--- src/rtl/time_pkg.sv ---
// Shared types and constants for the MM:SS BCD time value.
// Imported by the time keeper, the mode FSM and the lap store.
package time_pkg;

    typedef logic [3:0] digit_t;

    typedef struct packed {
        digit_t min_tens;
        digit_t min_ones;
        digit_t sec_tens;
        digit_t sec_ones;
    } time_t;

    localparam digit_t SEC_TENS_MAX     = 4'd5;
    localparam digit_t ONES_MAX         = 4'd9;
    localparam int     DEFAULT_TICK_DIV = 10_000_000;
    localparam time_t  TIME_ZERO        = '0;

endpackage

--- src/rtl/bcd_digit.sv ---
// One BCD digit, counting 0..MAX with wrap, plus combinational carry/borrow
// so four instances can be chained into an MM:SS counter.
module bcd_digit
    import time_pkg::*;
#(
    parameter digit_t MAX = ONES_MAX
) (
    input  logic   clk,
    input  logic   rst,
    input  logic   inc,
    input  logic   dec,
    input  logic   clr,
    input  logic   load,
    input  digit_t load_val,
    output digit_t val,
    output logic   carry,
    output logic   borrow
);

    // NOTE: reset sits inside the clocked block, so it only takes effect on a clock edge.
    always_ff @(posedge clk) begin
        if (rst || clr) begin
            val <= '0;
        end else if (load) begin
            val <= load_val;
        end else if (inc) begin
            val <= (val == MAX) ? '0 : val + 4'd1;
        end else if (dec) begin
            val <= (val == '0) ? MAX : val - 4'd1;
        end
    end

    assign carry  = inc && (val == MAX);
    assign borrow = dec && (val == '0);

endmodule

--- src/rtl/time_keeper.sv ---
// MM:SS BCD time keeper: stopwatch up-count, step-set input mode and timer
// countdown with a sticky zero flag, driven by a one-second prescaler.
module time_keeper
    import time_pkg::*;
#(
    parameter int TICK_DIV = DEFAULT_TICK_DIV,
    parameter int STEP_SEC = 10
) (
    input  logic        clk,
    input  logic        rst,
    input  logic        clear,
    input  logic        enable,
    input  logic        enable_increment,
    input  logic        enable_decrement,
    input  logic        step,
    output logic [15:0] time_bcd,
    output logic        tick,
    output logic        flag
);

    localparam int               CNT_W     = $clog2(TICK_DIV);
    localparam logic [CNT_W-1:0] CNT_LAST  = CNT_W'(TICK_DIV - 1);
    localparam digit_t           STEP_TENS = digit_t'(STEP_SEC / 10);

    logic [CNT_W-1:0] count;
    time_t            cur;

    logic   run;
    logic   active;
    logic   is_zero;
    logic   is_one;
    logic   do_step;
    logic   dec_mode;
    logic   do_dec;
    logic   do_inc;
    logic   set_flag;
    digit_t st_sum;
    logic   step_carry;
    digit_t st_next;

    logic so_carry, so_borrow;
    logic st_carry, st_borrow;
    logic mo_carry, mo_borrow;
    logic mt_carry_unused, mt_borrow_unused;

    assign time_bcd = cur;
    assign is_zero  = (cur == TIME_ZERO);
    assign is_one   = (cur == time_t'(16'h0001));

    assign run    = (enable | enable_decrement) & ~flag & ~clear;
    assign active = ~clear & ~flag;

    // Update priority: step beats countdown beats up-count; clear overrides all.
    assign do_step  = active & enable_increment & step;
    assign dec_mode = active & ~do_step & enable_decrement;
    assign do_dec   = dec_mode & tick & ~is_zero;
    assign set_flag = dec_mode & (is_zero | (tick & is_one));
    assign do_inc   = active & ~do_step & ~(enable_decrement & tick) & enable & tick;

    // A step adds whole tens of seconds, so only sec_tens and the minutes move.
    assign st_sum     = cur.sec_tens + STEP_TENS;
    assign step_carry = (st_sum > SEC_TENS_MAX);
    assign st_next    = step_carry ? st_sum - 4'd6 : st_sum;

    always_ff @(posedge clk) begin
        if (rst) begin
            count <= '0;
            tick  <= 1'b0;
            flag  <= 1'b0;
        end else begin
            if (clear) begin
                flag <= 1'b0;
            end else if (set_flag) begin
                flag <= 1'b1;
            end

            if (run) begin
                if (count == CNT_LAST) begin
                    count <= '0;
                    tick  <= 1'b1;
                end else begin
                    count <= count + 1'b1;
                    tick  <= 1'b0;
                end
            end else begin
                count <= '0;
                tick  <= 1'b0;
            end
        end
    end

    bcd_digit #(.MAX(ONES_MAX)) u_sec_ones (
        .clk      (clk),
        .rst      (rst),
        .inc      (do_inc),
        .dec      (do_dec),
        .clr      (clear),
        .load     (1'b0),
        .load_val (4'd0),
        .val      (cur.sec_ones),
        .carry    (so_carry),
        .borrow   (so_borrow)
    );

    bcd_digit #(.MAX(SEC_TENS_MAX)) u_sec_tens (
        .clk      (clk),
        .rst      (rst),
        .inc      (so_carry),
        .dec      (so_borrow),
        .clr      (clear),
        .load     (do_step),
        .load_val (st_next),
        .val      (cur.sec_tens),
        .carry    (st_carry),
        .borrow   (st_borrow)
    );

    bcd_digit #(.MAX(ONES_MAX)) u_min_ones (
        .clk      (clk),
        .rst      (rst),
        .inc      (st_carry | (do_step & step_carry)),
        .dec      (st_borrow),
        .clr      (clear),
        .load     (1'b0),
        .load_val (4'd0),
        .val      (cur.min_ones),
        .carry    (mo_carry),
        .borrow   (mo_borrow)
    );

    // Wrapping past 59:59 is silent and a borrow below 00:00 cannot occur.
    bcd_digit #(.MAX(SEC_TENS_MAX)) u_min_tens (
        .clk      (clk),
        .rst      (rst),
        .inc      (mo_carry),
        .dec      (mo_borrow),
        .clr      (clear),
        .load     (1'b0),
        .load_val (4'd0),
        .val      (cur.min_tens),
        .carry    (mt_carry_unused),
        .borrow   (mt_borrow_unused)
    );

endmodule

--- config.mk ---
export PLATFORM = sky130hd
export DESIGN_NAME = time_keeper
export DESIGN_NICKNAME = d
export VERILOG_FILES = /design/src/rtl/time_pkg.sv /design/src/rtl/bcd_digit.sv /design/src/rtl/time_keeper.sv
export SDC_FILE = /design/constraint.sdc
export NUM_CORES = 1
export LEC_CHECK = 0
export BUFFER_PORTS_ARGS = -buffer_cell sky130_fd_sc_hd__buf_2
export CAP_MARGIN = 5
export CORE_UTILIZATION = 27
export CTS_CLUSTER_SIZE = 10
export DETAILED_ROUTE_END_ITERATION = 8
export GPL_TIMING_DRIVEN = 0
export HOLD_SLACK_MARGIN = 0.05
export PLACE_DENSITY = 0.51
export SLEW_MARGIN = 20
export SYNTH_ARGS = -nofsm -noshare
export SYNTH_HDL_FRONTEND = slang
export SYNTH_HIERARCHICAL = 1
export SYNTH_SLANG_ARGS = --single-unit
--- constraint.sdc ---
create_clock -name clk -period 5.75 [get_ports clk]
set_input_delay 0.8625 -clock clk [delete_from_list [all_inputs] [get_ports clk]]
set_output_delay 0.8625 -clock clk [all_outputs]
set_load 0.01 [all_outputs]
Word level (Yosys, flattened, before mapping)
Cells that the tools add are included.
{ "classes": {"n_bitwise": 25, "add_sub_neg": 10, "muxes": 19, "magnitude_cmp": 1, "reduce_logical": 19, "n_eq_ne": 6} }
{ "ops": {"columns": ["cell", "n"], "rows": [
  ["$mux 4", 18],
  ["$add 24x1->24 const B", 1],
  ["$eq 24x24->1 const B", 1],
  ["$add 4x1->4 const B", 4],
  ["$and 1x1->1", 16],
  ["$eq 16x1->1 const B", 1],
  ["$logic_not 16->1", 1],
  ["$logic_not 4->1", 4],
  ["$sub 4x1->4 const B", 4],
  ["$eq 4x3->1 const B", 2],
  ["$eq 4x4->1 const B", 2],
  ["$logic_and 1x1->1", 6],
  ["$not 1->1", 6],
  ["$reduce_bool 2->1", 3],
  ["$gt 4x3->1 const B", 1],
  ["$reduce_or 2->1", 2],
  ["$sub 4x3->4 const B", 1],
  ["$or 1x1->1", 3],
  ["$reduce_bool 3->1", 1],
  ["$reduce_or 3->1", 1],
  ["$logic_or 1x1->1", 1],
  ["$mux 1", 1]
]} }
{ "word_totals": {"ff_bits": 42, "in_bits": 7, "out_inout_bits": 18, "wordCells": 87} }

Longest topological paths before layout
Gate-level depths: netlist of run 1.
{ "logic_depth": {"word_depth": 14, "depth_mapped": 17, "mapped_depth_nobuf": 15} }

By module
Netlist of run 1, hierarchy kept.
{ "modules_own_cells": {"columns": ["module", "cells_per_inst", "n_inst", "area_each_um2"], "rows": [
  ["time_keeper", 175, 1, 1437.6],
  ["bcd_digit at u_min_ones ...", 48, 2, 396.6],
  ["bcd_digit at u_min_tens ...", 40, 2, 310.3]
]} }

Least setup slack after synthesis of run 1
Ideal clock, no wire load.
{ "synth_timing": {"path_kind": "input to register", "from": "in clear", "to": "reg u_min_tens.val[1]", "arrival_ns": 3.625, "path_slack_ns": 2.003, "required_ns": 5.628, "setup_time_ns": 0.122, "stages": 17, "n_path_buf": 2, "cell_sequence": "nor2_1 nand3_1 nor3b_1 buf_6 nand2_1 nor2_1 and2_4 nand2_1 nor3_1 a21o_1 buf_6 nand2_1 nor2_1 and2_4 nand2_1 o31a_1 o311a_1"} }
{ "synth_between": {"elab_chain_cells": 14, "word_cells_on_any_way": 23} }
{ "synth_lines": {"columns": ["element", "line_no", "source"], "rows": [
  ["start: declaration", "time_keeper.sv:11", "input logic clear,"],
  ["$not 1->1 *", "time_keeper.sv:51", "assign active = ~clear & ~flag;"],
  ["$and 1x1->1 *", "time_keeper.sv:51", null],
  ["$and 1x1->1 (2 in series)", "time_keeper.sv:54", "assign do_step = active & enable_increment & step;"],
  ["$not 1->1", "time_keeper.sv:58", "assign do_inc = active & ~do_step & ~(enable_decrement & tick) & enable & tick;"],
  ["$and 1x1->1 * (4 in series)", "time_keeper.sv:58", null],
  ["via do_inc", "time_keeper.sv:35", "logic do_inc;"],
  ["$logic_and 1x1->1 *", "bcd_digit.sv:33", "assign carry = inc && (val == MAX);"],
  ["via so_carry", "time_keeper.sv:41", "logic so_carry, so_borrow;"],
  ["$logic_and 1x1->1 *", "bcd_digit.sv:33", null],
  ["via st_carry", "time_keeper.sv:42", "logic st_carry, st_borrow;"],
  ["$or 1x1->1 *", "time_keeper.sv:121", ".inc (st_carry | (do_step & step_carry)),"],
  ["$logic_and 1x1->1 *", "bcd_digit.sv:33", null],
  ["via mo_carry", "time_keeper.sv:43", "logic mo_carry, mo_borrow;"],
  ["$mux 4 or $reduce_bool 2->1 (tied branches)", null, null],
  ["end signal: assignment", "bcd_digit.sv:25", "val <= load_val;"],
  ["end signal: assignment", "bcd_digit.sv:27", "val <= (val == MAX) ? '0 : val + 4'd1;"],
  ["end signal: assignment", "bcd_digit.sv:29", "val <= (val == '0) ? MAX : val - 4'd1;"],
  ["end: declaration", "bcd_digit.sv:15", "output digit_t val,"]
]} }
Mark *: on every way through the listed nets, which the timed path passes. The rest lies on a longest branch.
A chain may end at the register's enable or synchronous reset.

Worst setup path after layout of run 1
{ "layout_timing": {"from": "reg u_sec_tens.val[0]", "to": "reg u_min_tens.val[1]"} }
{ "layout_between": {"elab_chain_cells": 7, "word_cells_on_any_way": 16} }
{ "layout_lines": {"columns": ["element", "line_no", "source"], "rows": [
  ["start: declaration", "bcd_digit.sv:15", null],
  ["start signal: assignment", "bcd_digit.sv:25", null],
  ["start signal: assignment", "bcd_digit.sv:27", null],
  ["start signal: assignment", "bcd_digit.sv:29", null],
  ["$logic_not 16->1", "time_keeper.sv:47", "assign is_zero = (cur == TIME_ZERO);"],
  ["$not 1->1", "time_keeper.sv:56", "assign do_dec = dec_mode & tick & ~is_zero;"],
  ["$and 1x1->1", "time_keeper.sv:56", null],
  ["via do_dec", "time_keeper.sv:34", "logic do_dec;"],
  ["$logic_and 1x1->1", "bcd_digit.sv:34", "assign borrow = dec && (val == '0);"],
  ["via so_borrow", "time_keeper.sv:41", null],
  ["$logic_and 1x1->1", "bcd_digit.sv:34", null],
  ["via st_borrow", "time_keeper.sv:42", null],
  ["$logic_and 1x1->1", "bcd_digit.sv:34", null],
  ["via mo_borrow", "time_keeper.sv:43", null],
  ["$reduce_bool 2->1 (no source line)", null, null]
]} }
The timed path passes the listed nets, and every way through them passes these cells.

==> results of run 1 <==
## state kept, by name, indices dropped and copies added (netlist names)
signal,count
u_sec_ones/val,4
flag,1
tick,1
u_sec_tens/val,4
u_min_tens/val,4
count,24
u_min_ones/val,4
## power by group
part           switching [mW]  internal [mW]
Combinational          0.0328         0.0242
Sequential            0.00664          0.295
Clock                   0.110         0.0968
Total                   0.150          0.416
## how the worst max path moves through the flow
stage,slack (ns),cells past startpoint,end,start
finish,1.05,14,u_min_tens/val[1],u_sec_tens/val[0]
global route,0.67,14,u_min_tens/val[1],u_sec_tens/val[0]
CTS,1.10,14,u_min_tens/val[1],u_sec_tens/val[0]
detailed placement,1.09,12,u_min_tens/val[1],clear
global placement,1.01,12,u_min_tens/val[1],clear
floorplan,2.02,17,u_min_tens/val[1],clear
## routing by layer
layer | track usage [%] | vias to the layer above | routed length (um)
met2 | 21.6 | 30 | 3100
li1 | - | 1357 | -
met3 | 2.56 | 4 | 222
met5 | 0 | - | 0
met1 | 15.6 | 1196 | 3340
met4 | 2.55 | 0 | 75
## cell usage in the layout (no fill, tap or decap), types with 3 or more instances in the layout
cell / n
inv_1: 15
xnor2_1: 15
mux2i_1: 5
o21ai_0: 13
nor3_1: 22
ha_1: 4
a31oi_1: 5
nor4_1: 13
a2111oi_0: 4
nor2b_1: 4
nand2b_1: 7
xor2_1: 9
nand4_1: 13
buf_6: 7
o221ai_1: 3
nor3b_1: 6
nand2_1: 24
a21oi_1: 10
or3_1: 5
o311a_1: 4
nand3_1: 11
and3_1: 4
nor2_1: 41
conb_1: 15
o21a_1: 3
dfxtp_1: 42
o211ai_1: 3
nand3b_1: 4
buf_2: 30
clkbuf_8: 6
## final cells by class
cell class / instances / area, um^2 / share of cell area, %
repair buffers: 24 / 120 / 3.66
multi-input cells: 287 / 1830 / 56.0
clock inverters: 2 / 12.5 / 0.382
plain buffers: 19 / 161 / 4.92
clock buffers: 6 / 82.6 / 2.52
inverters: 15 / 56.3 / 1.72
well taps: 136 / 170 / 5.19
flip-flops and latches: 42 / 841 / 25.6
## worst max-delay path: stages (launching register included)
cell      delay [ns]
dfxtp_1         0.58
inv_1           0.13
ha_1            0.23
nor4b_1         0.16
nand4_1         0.18
nor2_1          0.06
nor3b_1         0.53
nor3b_1         0.62
nand2b_1        0.17
nor4_1          0.60
nor3b_1         0.59
nor3b_1         0.32
nor3_1          0.09
o31ai_2         0.21
o311a_1         0.18
## per-stage QoR
stage                     total power, mW  worst slack, ns  cells
after floorplan                     0.346             2.02    363
after global placement              0.364             1.01    523
after detailed placement            0.365             1.09    523
after CTS                           0.573             1.10    531
after global routing                0.589            0.673    531
final                               0.565             1.05    531
==> flow_summary_export.csv, run 1 <==
group,metric,value,unit
setup_path,crit_fanout,11,
die,die_area,10900,um^2
placed_design,dp_hpwl,4880,um
cells_and_area,layout-area-overhead-vs-synth,15.4,%
setup_path,cp-end-kind,"flop",
timing,fin_crit,4.70,ns
timing,hold_viol_final,0,
cells_and_area,layout-drive-gt1-share,16.7,%
cells_and_area,post-route-util,31.9,%
power_and_ir_drop,p_leak,1.13,nW
cts,h-tree-depth,2,
timing,hold_ws,0.512,ns
drt,drtIter0Drc,64,
drt,drt_pass1_iterations,4,
hold_path,min_to,"count[22]",
cells_and_area,fillerInstances,1146,
timing,max_freq,0.213,GHz
cts,hold_buffers,0,
drt,drc_errors,0,
timing,slew_headroom,49.7,%
hold_path,hp-start,"count[22]",
global_route,grt_antenna_before_repair,0,
timing,drv_slew,0,
drt,viasPerCell,4.87,
global_route,grt-ovfl-total,0,
die,die_w,105,um
cells_and_area,fin_nets,405,
setup_path,start_kind,"flop",
global_route,grt_pass1_vias,2455,
die,start_util,27.6,%
cts,cts_sinks,42,
drt,num_vias,2587,
power_and_ir_drop,powerDensity,172,nW/um^2
hold_path,hp-class,"reg2reg",
setup_path,r2r-start,"u_sec_tens/val[0]",
setup_path,ff2ff_path_depth,14,
run_status,status,"completed",
yosys,syn_inst,349,
cts,cts_buffers,5,
die,rows,37,
cts,post_cts_buffers,0,
timing,finClkSkew,0.0121,ns
setup_path,reg2reg_slack,1.05,ns
die,dieHeight,105,um
timing,final-setup-viol-count,0,
global_route,grt_pass1_wl,11400,um
placed_design,io_buffers,24,
yosys,netlist_area,2840,um^2
power_and_ir_drop,peakVddDrop,0.0906,mV
global_route,grt_start_max_net_pins,17,
yosys,syn_area_per_cell,8.14,um^2
drt,totalWireLength,6730,um
placed_design,dpl_cell_area,3180,um^2
drt,wl_per_cell,12.7,um
setup_path,worstReg2RegEnd,"u_min_tens/val[1]",
placed_design,gp_congestion,0.767,
hold_path,holdPathStages,2,
cts,clkTransAtPathRegs,0.10,ns
cts,cts_resized,0,
timing,tns,0,ns
drt,ant_nets,0,
yosys,yosys_warnings,6,
cts,clk_latency,0.29,ns
cts,clk_path_buf_depth,2,
timing,period_share,81.8,%
cts,cts_root_buf,"clkbuf_8",
timing,rsz0062_at_grt,"false",
run,drv_cap,0,
cells_and_area,n_antenna_cell,0,
setup_path,worst-setup-path-type,"reg2reg",
timing,worstMarginPinSlew,0.748,ns
global_route,grt_usage,12.4,%
die,core,10300,um^2
cts,cts_tree,"done",
setup_path,crit_required,5.98,ns
cells_and_area,final_cell_area,3280,um^2
setup_path,cp.arrival,4.94,ns
die,top_level_ports,25,
(Power assumes the default switching activity.)
==> run 2, diff against run 1 <==
--- a/config.mk
+++ b/config.mk
@@ -5,6 +5,7 @@
 export SDC_FILE = /design/constraint.sdc
 export NUM_CORES = 1
 export LEC_CHECK = 0
+export ABC_AREA = 1
 export BUFFER_PORTS_ARGS = -buffer_cell sky130_fd_sc_hd__buf_2
 export CAP_MARGIN = 5
 export CORE_UTILIZATION = 27
@@ -12,7 +13,7 @@
 export DETAILED_ROUTE_END_ITERATION = 8
 export GPL_TIMING_DRIVEN = 0
 export HOLD_SLACK_MARGIN = 0.05
-export PLACE_DENSITY = 0.51
+export PLACE_DENSITY = 0.53
 export SLEW_MARGIN = 20
 export SYNTH_ARGS = -nofsm -noshare
 export SYNTH_HDL_FRONTEND = slang
==> constraint.sdc (replaced) <==
create_clock -name clk -period 3.8 [get_ports clk]
set_input_delay 0.57 -clock clk [delete_from_list [all_inputs] [get_ports clk]]
set_output_delay 0.57 -clock clk [all_outputs]
set_load 0.01 [all_outputs]
==> run 2 against run 1 <==
  * Combinational power grew 96%
  * Power grew 64%
  * Worst hold slack lost 0.039 ns
  * Area after synthesis grew 6.6%
  * Sequential power grew 53%
  * Routed wire length grew 8.3%
  * Sequential share of layout area shrank 1.7 points
  * Global-route usage grew 0.58 points
  * First-iteration DRC count grew to 3.2 times the previous value
  * Critical path type is now in2reg
==> flow_summary_export.csv, run 2 <==
group,metric,value,unit
die,die_w,108,um
power_and_ir_drop,power,927,uW
power_and_ir_drop,p_sw,246,uW
timing,fin_crit,3.42,ns
timing,finClkSkew,0.00326,ns
cts,clk_path_buf_depth,2,
global_route,grt_pass1_vias,2866,
cells_and_area,multi_input_area,1980,um^2
placed_design,dpl_worst_slack,-0.387,ns
yosys,netlist_area,3030,um^2
power_and_ir_drop,peakVddDrop,0.126,mV
timing,final-setup-viol-count,0,
run,drv_cap,0,
cts,cts_sinks,42,
yosys,syn_inst,501,
timing,period_share,90.0,%
setup_path,start_kind,"input pin",
global_route,grt-ovfl-total,0,
timing,rsz0062_at_grt,"false",
cells_and_area,mostFrequentLayoutCells,"132 x nand2_1, 100 x nor2_1, 53 x inv_1",
hold_path,holdPathStages,1,
cells_and_area,layout-area-overhead-vs-synth,16.2,%
setup_path,r2r-start,"flag",
hold_path,min_to,"count[0]",
global_route,grt_pass1_wl,12300,um
drt,viasPerCell,4.61,
cells_and_area,finalNonFillerCells,693,
setup_path,cp.arrival,3.65,ns
drt,drc_errors,0,
die,rows,38,
global_route,grt_antenna_before_repair,0,
drt,drtIter0Drc,205,
cts,post_cts_buffers,0,
die,dieHeight,108,um
power_and_ir_drop,comb_power_share,12.1,%
yosys,syn_area_per_cell,6.04,um^2
setup_path,cp-end-kind,"flop",
power_and_ir_drop,p_int,681,uW
power_and_ir_drop,seqPwrFrac,49.6,%
timing,max_freq,0.292,GHz
timing,worstMarginPinSlew,0.628,ns
power_and_ir_drop,swShare,26.5,%
setup_path,reg2reg_slack,0.43,ns
die,core,10900,um^2
setup_path,worstReg2RegEnd,"u_min_tens/val[2]",
power_and_ir_drop,p_leak,1.49,nW
timing,worst_slack,0.379,ns
setup_path,crit_required,4.03,ns
timing,slew_headroom,57.7,%
cells_and_area,largest_reg_flops,24,
cells_and_area,regArea,841,um^2
yosys,yosys_warnings,6,
drt,totalWireLength,7290,um
cells_and_area,fin_nets,563,
die,top_level_ports,25,
cells_and_area,top_register,"count",
placed_design,dp_hpwl,5520,um
cells_and_area,layout-drive-gt1-share,14.5,%
drt,drt_pass1_iterations,5,
cts,clkTransAtPathRegs,0.08,ns
global_route,grt_start_max_net_pins,14,
cts,cts_root_buf,"clkbuf_8",
placed_design,io_buffers,24,
timing,hold_ws,0.473,ns
timing,drv_slew,0,
cts,clk_latency,0.29,ns
timing,tns,0,ns
cts,cts_tree,"done",
cells_and_area,n_antenna_cell,0,
cts,h-tree-depth,2,
cells_and_area,fillerInstances,1189,
drt,ant_nets,0,
timing,hold_viol_final,0,
run_status,status,"completed",
global_route,grt_usage,13.0,%
power_and_ir_drop,power_frac_clock,38.2,%
die,start_util,27.8,%
hold_path,hp-start,"count[0]",
die,die_area,11600,um^2
drt,num_vias,3197,
placed_design,place_inst,685,
drt,wl_per_cell,10.5,um
cells_and_area,mostFrequentLayoutCell,"nand2_1",
placed_design,gp_congestion,0.850,
power_and_ir_drop,powerDensity,264,nW/um^2
hold_path,hp-class,"reg2reg",
setup_path,worst-setup-path-type,"in2reg",
setup_path,ff2ff_path_depth,16,
setup_path,crit_fanout,7,
cts,cts_buffers,5,
-- run 2: worst max-delay path, stage by stage --
cell and delay, ns:
buf_2 0.14, nor2_1 0.08, o21ai_0 0.14, nor2_1 0.36, bufinv_8 0.27, nor3_2 0.34, inv_1 0.16, nor2_1 0.16
a21o_1 0.19, bufinv_8 0.22, nor3_2 0.38, inv_1 0.16, nand3_2 0.14, inv_2 0.07, nor2_1 0.09, nand2_1 0.06
a21oi_1 0.11
-- run 2: worst max-delay path by stage --
| stage | from | to |
|---|---|---|
| global placement | clear | u_min_tens/val[2] |
| detailed placement | clear | u_min_tens/val[2] |
| finish | clear | u_min_tens/val[2] |
| CTS | clear | u_min_tens/val[2] |
| global route | clear | u_min_tens/val[2] |
| floorplan | clear | u_min_tens/val[2] |
-- run 2: power by group through the flow --
stage / Combinational, mW / Clock [mW] / Sequential, mW
after floorplan: 0.0806 / 0 / 0.470
after global placement: 0.109 / 0 / 0.470
after detailed placement: 0.110 / 0 / 0.471
after CTS: 0.111 / 0.367 / 0.460
after global routing: 0.129 / 0.384 / 0.462
final: 0.112 / 0.354 / 0.460
-- run 2: final cells by class --
| type | count | area share, % |
|---|---|---|
| inverters | 61 | 7.29 |
| well taps | 140 | 4.98 |
| multi-input cells | 413 | 56.2 |
| clock buffers | 5 | 1.96 |
| clock inverters | 3 | 1.14 |
| repair buffers | 24 | 3.42 |
| plain buffers | 5 | 1.07 |
| flip-flops and latches | 42 | 23.9 |
-- run 2: layer usage --
layer  vias up  share of wire (%)  global-route usage [%]  routed length [um]
met5         -                  0                       0                   0
met4         0                1.5                    4.79                 109
met3         9                3.5                    2.18                 253
met2        64                 47                    22.1                3390
met1      1451                 48                    16.3                3530
li1       1673                  -                       -                   -
-- run 2: what timing repair did --
| action | CTS | global route |
|---|---|---|
| endpoints found under the setup margin | 2 | 4 |
| hold buffers | 0 | 0 |
| resized for setup | 1 | 1 |
-- run 2: through the flow --
| step | util [%] | cell area, um^2 |
|---|---|---|
| 3_3_place_gp | 31.2 | 3400 |
| 5_1_grt | 32.3 | 3520 |
| 6_report | 32.3 | 3520 |
| 2_1_floorplan | - | 3100 |
| 4_1_cts | 32.3 | 3510 |
| 3_5_place_dp | 31.2 | 3400 |
